==> config.mk <==
export PLATFORM = sky130hd
export DESIGN_NAME = ram_2r1w_responder
export DESIGN_NICKNAME = d
export VERILOG_FILES = /design/src/rtl/ram_2r1w_responder.sv
export SDC_FILE = /design/constraint.sdc
export NUM_CORES = 2
export LEC_CHECK = 0
export BUFFER_PORTS_ARGS = -buffer_cell sky130_fd_sc_hd__buf_2
export CORE_UTILIZATION = 46
export DETAILED_ROUTE_END_ITERATION = 6
export PLACE_DENSITY = 0.67
export SLEW_MARGIN = 20
export SYNTH_ARGS = -nofsm -noshare
export SYNTH_HDL_FRONTEND = slang
export SYNTH_SLANG_ARGS = --single-unit
==> constraint.sdc <==
create_clock -name clk -period 9.4 [get_ports clk]
set_input_delay 0.47 -clock clk [delete_from_list [all_inputs] [get_ports clk]]
set_output_delay 0.47 -clock clk [all_outputs]
set_load 0.05 [all_outputs]
==> src/rtl/ram_2r1w_responder.sv <==
// Two-read/one-write kernel RAM responder with debug port,
// configurable read latency, zero-fill clear sequencer and drop counter.
module ram_2r1w_responder #(
   parameter int WIDTH    = 32,
   parameter int ADDR_W   = 5,
   parameter int DEPTH    = 32,
   parameter int READ_LAT = 1
) (
   input  logic              clk,
   input  logic              rst,
   input  logic [ADDR_W-1:0] raddr0,
   output logic [WIDTH-1:0]  rdata0,
   input  logic [ADDR_W-1:0] raddr1,
   output logic [WIDTH-1:0]  rdata1,
   input  logic [ADDR_W-1:0] waddr,
   input  logic [WIDTH-1:0]  wdata,
   input  logic              wen,
   input  logic [ADDR_W-1:0] debug_write_addr,
   input  logic [WIDTH-1:0]  debug_write_data,
   input  logic              debug_write_en,
   input  logic [ADDR_W-1:0] debug_addr,
   output logic [WIDTH-1:0]  debug_data,
   input  logic              clear_req,
   output logic              busy,
   output logic [7:0]        drop_count
);

   localparam int NS = (READ_LAT == 0) ? 1 : READ_LAT;
   localparam logic [ADDR_W:0]   DEPTH_C = DEPTH[ADDR_W:0];
   localparam logic [ADDR_W-1:0] LAST_C  = ADDR_W'(DEPTH - 1);

   typedef enum logic {IDLE, CLEAR} state_e;

   logic [WIDTH-1:0]  mem [DEPTH];

   state_e            state_q, state_d;
   logic              busy_q, busy_d;
   logic [ADDR_W-1:0] clr_ptr_q, clr_ptr_d;
   logic [7:0]        drop_q, drop_d;
   logic [WIDTH-1:0]  dbg_q, dbg_d;
   logic [WIDTH-1:0]  p0_q [NS];
   logic [WIDTH-1:0]  p0_d [NS];
   logic [WIDTH-1:0]  p1_q [NS];
   logic [WIDTH-1:0]  p1_d [NS];

   logic              mem_we;
   logic [ADDR_W-1:0] mem_waddr;
   logic [WIDTH-1:0]  mem_wdata;
   logic              k_ok;
   logic              k_drop;

   logic [WIDTH-1:0]  raw0, raw1, rawd;
   logic [WIDTH-1:0]  fwd0, fwd1, fwdd;

   function automatic logic in_rng(input logic [ADDR_W-1:0] a);
      return {1'b0, a} < DEPTH_C;
   endfunction

   assign raw0 = in_rng(raddr0) ? mem[raddr0] : '0;
   assign raw1 = in_rng(raddr1) ? mem[raddr1] : '0;
   assign rawd = in_rng(debug_addr) ? mem[debug_addr] : '0;

   // Registered paths see the word as it will be after this edge's write.
   assign fwd0 = (mem_we && mem_waddr == raddr0) ? mem_wdata : raw0;
   assign fwd1 = (mem_we && mem_waddr == raddr1) ? mem_wdata : raw1;
   assign fwdd = (mem_we && mem_waddr == debug_addr) ? mem_wdata : rawd;

   assign k_ok = wen && !rst && in_rng(waddr);

   always_comb begin
      mem_we    = 1'b0;
      mem_waddr = clr_ptr_q;
      mem_wdata = '0;
      k_drop    = 1'b0;
      if (state_q == CLEAR) begin
         mem_we = 1'b1;
         k_drop = k_ok;
      end else if (debug_write_en) begin
         mem_we    = in_rng(debug_write_addr);
         mem_waddr = debug_write_addr;
         mem_wdata = debug_write_data;
         k_drop    = k_ok;
      end else if (k_ok) begin
         mem_we    = 1'b1;
         mem_waddr = waddr;
         mem_wdata = wdata;
      end
   end

   always_comb begin
      drop_d = drop_q;
      if (k_drop && drop_q != 8'hFF) drop_d = drop_q + 8'd1;
   end

   always_comb begin
      state_d   = state_q;
      busy_d    = busy_q;
      clr_ptr_d = clr_ptr_q;
      unique case (state_q)
         IDLE: begin
            if (clear_req) begin
               state_d   = CLEAR;
               busy_d    = 1'b1;
               clr_ptr_d = '0;
            end
         end
         CLEAR: begin
            clr_ptr_d = clr_ptr_q + 1'b1;
            if (clr_ptr_q == LAST_C) begin
               state_d   = IDLE;
               busy_d    = 1'b0;
               clr_ptr_d = '0;
            end
         end
         default: begin
            state_d = IDLE;
            busy_d  = 1'b0;
         end
      endcase
   end

   always_comb begin
      dbg_d   = fwdd;
      p0_d[0] = fwd0;
      p1_d[0] = fwd1;
      for (int i = 1; i < NS; i++) begin
         p0_d[i] = p0_q[i-1];
         p1_d[i] = p1_q[i-1];
      end
   end

   always_ff @(posedge clk or posedge rst) begin
      if (rst) begin
         state_q   <= IDLE;
         busy_q    <= 1'b0;
         clr_ptr_q <= '0;
         drop_q    <= '0;
         dbg_q     <= '0;
         p0_q      <= '{default: '0};
         p1_q      <= '{default: '0};
      end else begin
         state_q   <= state_d;
         busy_q    <= busy_d;
         clr_ptr_q <= clr_ptr_d;
         drop_q    <= drop_d;
         dbg_q     <= dbg_d;
         p0_q      <= p0_d;
         p1_q      <= p1_d;
      end
   end

   // Array is deliberately outside reset so debug preloads work under rst.
   always_ff @(posedge clk) begin
      if (mem_we) mem[mem_waddr] <= mem_wdata;
   end

   assign rdata0     = (READ_LAT == 0) ? raw0 : p0_q[NS-1];
   assign rdata1     = (READ_LAT == 0) ? raw1 : p1_q[NS-1];
   assign debug_data = dbg_q;
   assign busy       = busy_q;
   assign drop_count = drop_q;

endmodule
---- After elaboration in Yosys (flattened, before gate mapping) ----
Memory sizes are Yosys's and may differ from the RTL's. A register that Yosys moved wholly into a read port is not among the register bits.
Index checks and enable logic that the tools add are counted.
Widths: inputs -> output; s select.
word-level totals
  flip-flop bits (word level) ............. 15
  RAM bits ................................ 1024
  bits of input ports ..................... 94
  output and inout port bits .............. 105
  word-level logic and storage cells ...... 38
  memories ................................ 1
cells by class
  $add $sub $neg .......................... 2
  eq/ne operators ......................... 4
  muxes and demuxes ....................... 22
  bitwise logic cells ..................... 1
  reductions and logical operators ........ 4
memories
  name  depth  width  read ports  clocked after Yosys merged registers in  wr ports  RTL line  source
  mem   32     32     3           3                                        1         34        logic [WIDTH-1:0] mem [DEPTH];
operators with widths
  operator             number
  $mux 32              3
  $mux 5               5
  $mux 1               11
  $pmux 5 s2           1
  $add 8x1->8 const B  1
  $ne 8x8->1 const B   1
  $add 5x1->5 const B  1
  $eq 5x5->1 const B   1
  $pmux 1 s2           2
  $logic_and 1x1->1    2
  $ne 2x1->1 const B   1
  $ne 2x2->1 const B   1
  $reduce_and 2->1     1
  $logic_not 1->1      1
  $not 1->1            1

---- Logic depth before layout (Yosys ltp) ----
  depth after elaboration ................. 7
  mapped depth ............................ 9
  gate-level depth less buffers ........... 7

---- Worst setup path before layout ----
Ideal clock, no wire load.
  kind .................................... input-to-reg
  start ................................... input port rst
  end ..................................... memory mem[24][0] (enable)
  library setup time ...................... 0.421 ns
  arrival time ............................ 3.098 ns
  data required time ...................... 8.979 ns
  slack ................................... 5.881 ns
  cell stages on the path ................. 7
  path buffers ............................ 2
  cells stage by stage .................... nand2b_1 > buf_4 > nor2_2 > a222oi_1 > buf_4 > or4_1 > nor2_1
on the way
  longest elaborated chain between the ends .. 7
  elaborated cells between the ends (all ways) .. 10
  those cells by class .................... mux: 8; reduce/logical: 2
ends and longest elaborated chain
  element                        RTL line  source
  start, declared                10        input logic rst,
  $logic_not 1->1 (no line) (*)  --
  $logic_and 1x1->1 (*)          68        assign k_ok = wen && !rst && in_rng(waddr);
  $mux 1                         83        end else if (k_ok) begin
  $mux 1                         78        end else if (debug_write_en) begin
  $mux 1                         75        if (state_q == CLEAR) begin
  $mux 1                         154       if (mem_we) mem[mem_waddr] <= mem_wdata;
  $mux 1 (implied by the code)   154
  end, declared                  34
Mark *: on every way between the ends. The rest lies on a longest branch, timed or not.

---- Worst setup path in the final report ----
  start ................................... register state_q
  end ..................................... memory mem[0][21] (enable)
on the way
  longest elaborated chain between the ends .. 3
  elaborated cells between the ends (all ways) .. 4
  those cells by class .................... mux: 4
ends and longest elaborated chain
  element                       RTL line  source
  start, declared               36        state_e state_q, state_d;
  start signal, assigned        142       state_q <= state_d;
  $mux 1                        75
  $mux 1                        154
  $mux 1 (implied by the code)  154
Parallel ways exist; a longest one is shown, timed or not.

==> metrics.txt <==
status complete, no violations; final critical-path required period 4409 ps; vias in the first global route 36,660; switching power of the nets 4.991 mW; routability cong. 0.8642; synthesized netlist net count 3,324; kind of critical path flop to flop; initial antenna violation count 5; static power due to leakage 21.39 nW; maximum number of pins on one net before global-route repair 132; unrepaired setup endpoints after global routing no; final antenna-violating net count 0; post-CTS resize count 0; Port-buffer cells 198; TritonCTS Buffers 117; DIE HEIGHT 358.6 µm; wire length per cell after detailed routing 36.72 µm; Hold/Removal Path Class input port to flop; Internal 10.60 mW; crit start category flop; Clock power frac 30.6%; placed insts 4,867; CTS clk-pin slew, worst paths 70 ps; Worst Hold Launch clear_req; core area 125,900 µm²; root buffer cell clkbuf_16; Post-synth top flop edfxtp_1; Finished Layout Cells 5,091; Boundary Pins 199; count of pins over their slew limit 0; Clock Skews 27.26 ps; CP endpoint kind flop; final setup TNS 0 ps; timing startpoint of the critical path state_q; standard-cell rows 130; filler cell count 10,010; Detailed Route WL 186,900 µm; insertion delay to the later sink of the worst-skew pair 730 ps; syn avg cell area 18.12 µm²; DRC violation count after routing 0; Highest Clock Rate 0.2268 GHz; reg-to-reg setup timing slack 4990 ps; Met1 Wirelength 68,760 µm; slew at the pin with the worst max-slew slack 1174 ps; WP data arrival 4750 ps; FFs w/ async S/R, synth 9.780%; tightest hold margin 52.11 ps; sequential share of power 44.5%; Final Net Count 3,435; max layer used met5; post-placement worst setup slack 5024 ps; worst reg2reg startpoint state_q; cell type with the largest total area after synthesis edfxtp_1; top cell type's share of synthesized area 52.57%; Critical Path Fanout Max 18; violation count after the first detailed-routing iteration 5,638; share of the yosys chip area belonging to registers 57.32%; Worst Slack Setup Final 4991 ps; Pwr Density 238.2 nW/µm²; antenna cell count 0; Initial Utilization 46.46%; Warnings, synthesis 0; Peak supply drop 0.0001586 V; level count of the clock H-tree 3; number of distinct standard cells referenced by the synthesized netlist 53; met3 WL post-DR 26,710 µm; Die Outline Area 128,600 µm²; share of the core filled with cells in the final layout 51.98%; Via-to-Cell Ratio 7.318; post-DP HPWL 106,900 µm; DR WL met2 82,870 µm; cell count after synthesis 3,227; number of enable flip-flop cells after synthesis 1,024; leftover overflow at the end of global routing 0; share of layout cells above drive strength 1 38.36%; wire length of the first global-routing pass 265,100 µm; vias post-DR 37,260; Area Overhead vs Synth 11.88%; post-synthesis instance area 58,490 µm²; final cycle utilization of the critical path 46.90%; final hold violations 0; post-synthesis register bit count 1,135; fraction of power spent switching nets 32.02%; TritonCTS clock tree done; proportion of power drawn by combinational gates 24.9%; Die X-Extent 358.6 µm; number of sinks handled by clock tree synthesis 1,135; Setup-failing EPs final 0; area occupied by multi-input gates 23,900 µm²; maximum clock path buffer count 3; global-route total usage across every layer 29.30%; normalized max-slew margin 21.71%; Reg area 33,530 µm²; number of optimization iterations in the first detailed-route pass 6; largest cells by area after synthesis edfxtp_1, mux4_2, dfrtp_1, a22oi_1, o22ai_1; worst path required time 9740 ps; Max-cap violations 0
registers in the layout, indices dropped and copies added (netlist names):
| register | cells |
|---|---|
| mem | 1024 |
| debug_data | 32 |
| rdata1 | 32 |
| drop_count | 8 |
| busy | 1 |
| rdata0 | 32 |
| clr_ptr_q | 5 |
| state_q | 1 |
per-layer routing:
metal / GRT usage [%] / up-vias
li1: - / 14290
met1: 41.50 / 19350
met2: 43.13 / 3086
met3: 8.183 / 521
met4: 11.80 / 4
met5: 0 / -
cells by family after synthesis:
kind of cell | Yosys count | synth area share [%]
mux | 867 | 31.27
fa+ha+maj | 3 | 0.06418
buf+inv | 346 | 2.415
flops | 1135 | 57.32
xor+xnor | 15 | 0.2246
compound gates | 547 | 6.187
simple gates | 314 | 2.518
metrics by stage:
stage	area (µm²)	power (mW)
2_1_floorplan	58490	9.346
3_3_place_gp	61480	10.76
3_5_place_dp	61480	10.83
4_1_cts	65430	15.57
5_1_grt	65440	16.03
6_report	65440	15.59
worst paths after layout:
kind                                   to  cells after the start
max                            mem[0][21]                      6
min                          clr_ptr_q[3]                      2
max reg2reg                    mem[0][21]                      6
min reg2reg                 drop_count[6]                      1
max in group asynchronous  debug_data[13]                      4
min in group asynchronous       rdata1[8]                      3
layout by cell type, fill, tap and decap left out, types with 14 or more instances in the layout:
master / instances
clkbuf_16: 118
inv_1: 39
clkbuf_1: 25
clkbuf_8: 14
dfrtp_1: 111
mux4_2: 768
buf_4: 92
nor2_1: 73
a22oi_1: 224
nor3_1: 99
edfxtp_1: 1024
o22ai_1: 197
nor2_4: 37
buf_2: 191
a21oi_1: 99
mux2i_1: 98
clkinv_2: 26
nand2_1: 47
cell type report:
type                       instances  area share (%)
tap                             1650           3.155
inverter                          43          0.2505
clock inverter                    65           1.067
sequential                      1135           51.24
clock buffer                     157           4.950
multi-input combinational       1746           36.52
timing repair buffer             295           2.822
worst max-delay path: stages, from the launching register on:
cell and delay [ps]:
dfrtp_1 580, or2_4 360, a211oi_1 570, nor2_1 210
nand3b_1 740, nor2_4 1010, buf_4 520
power groups by stage:
| stage | Combinational, mW | Sequential (mW) | Clock, mW |
|---|---|---|---|
| after floorplan | 2.03 | 7.32 | 0 |
| after global placement | 3.78 | 6.98 | 0 |
| after detailed placement | 3.81 | 7.02 | 0 |
| after CTS | 3.82 | 6.93 | 4.82 |
| after global routing | 4.01 | 7.02 | 5.00 |
| final | 3.87 | 6.94 | 4.78 |
synth_stat cells, drive strengths merged (2+ instances only):
| cell type | count |
|---|---|
| ha | 3 |
| nor2b | 7 |
| or2 | 5 |
| nor4 | 2 |
| o2111ai | 2 |
| clkbuf | 198 |
| o211ai | 2 |
| a211oi | 2 |
| mux2i | 98 |
| and2 | 4 |
| a21oi | 99 |
| and3b | 2 |
| inv | 42 |
| xnor2 | 12 |
| o21ai | 10 |
| or3 | 4 |
| o32ai | 2 |
| mux4 | 768 |
| nand3 | 10 |
| nand3b | 3 |
| nor3 | 99 |
| nand2b | 9 |
| o22ai | 197 |
| and3 | 4 |
| nor2 | 110 |
| buf | 105 |
| edfxtp | 1024 |
| xor2 | 3 |
| a22oi | 224 |
| dfrtp | 111 |
| nand2 | 51 |
what timing repair did:
item	4_1_cts	5_1_grt
hold buffers	1	0
endpoints found under the setup margin	0	0
hold endpoints to repair	51	0
setup buffers	0	0
Power figures use the tool's default switching activity.
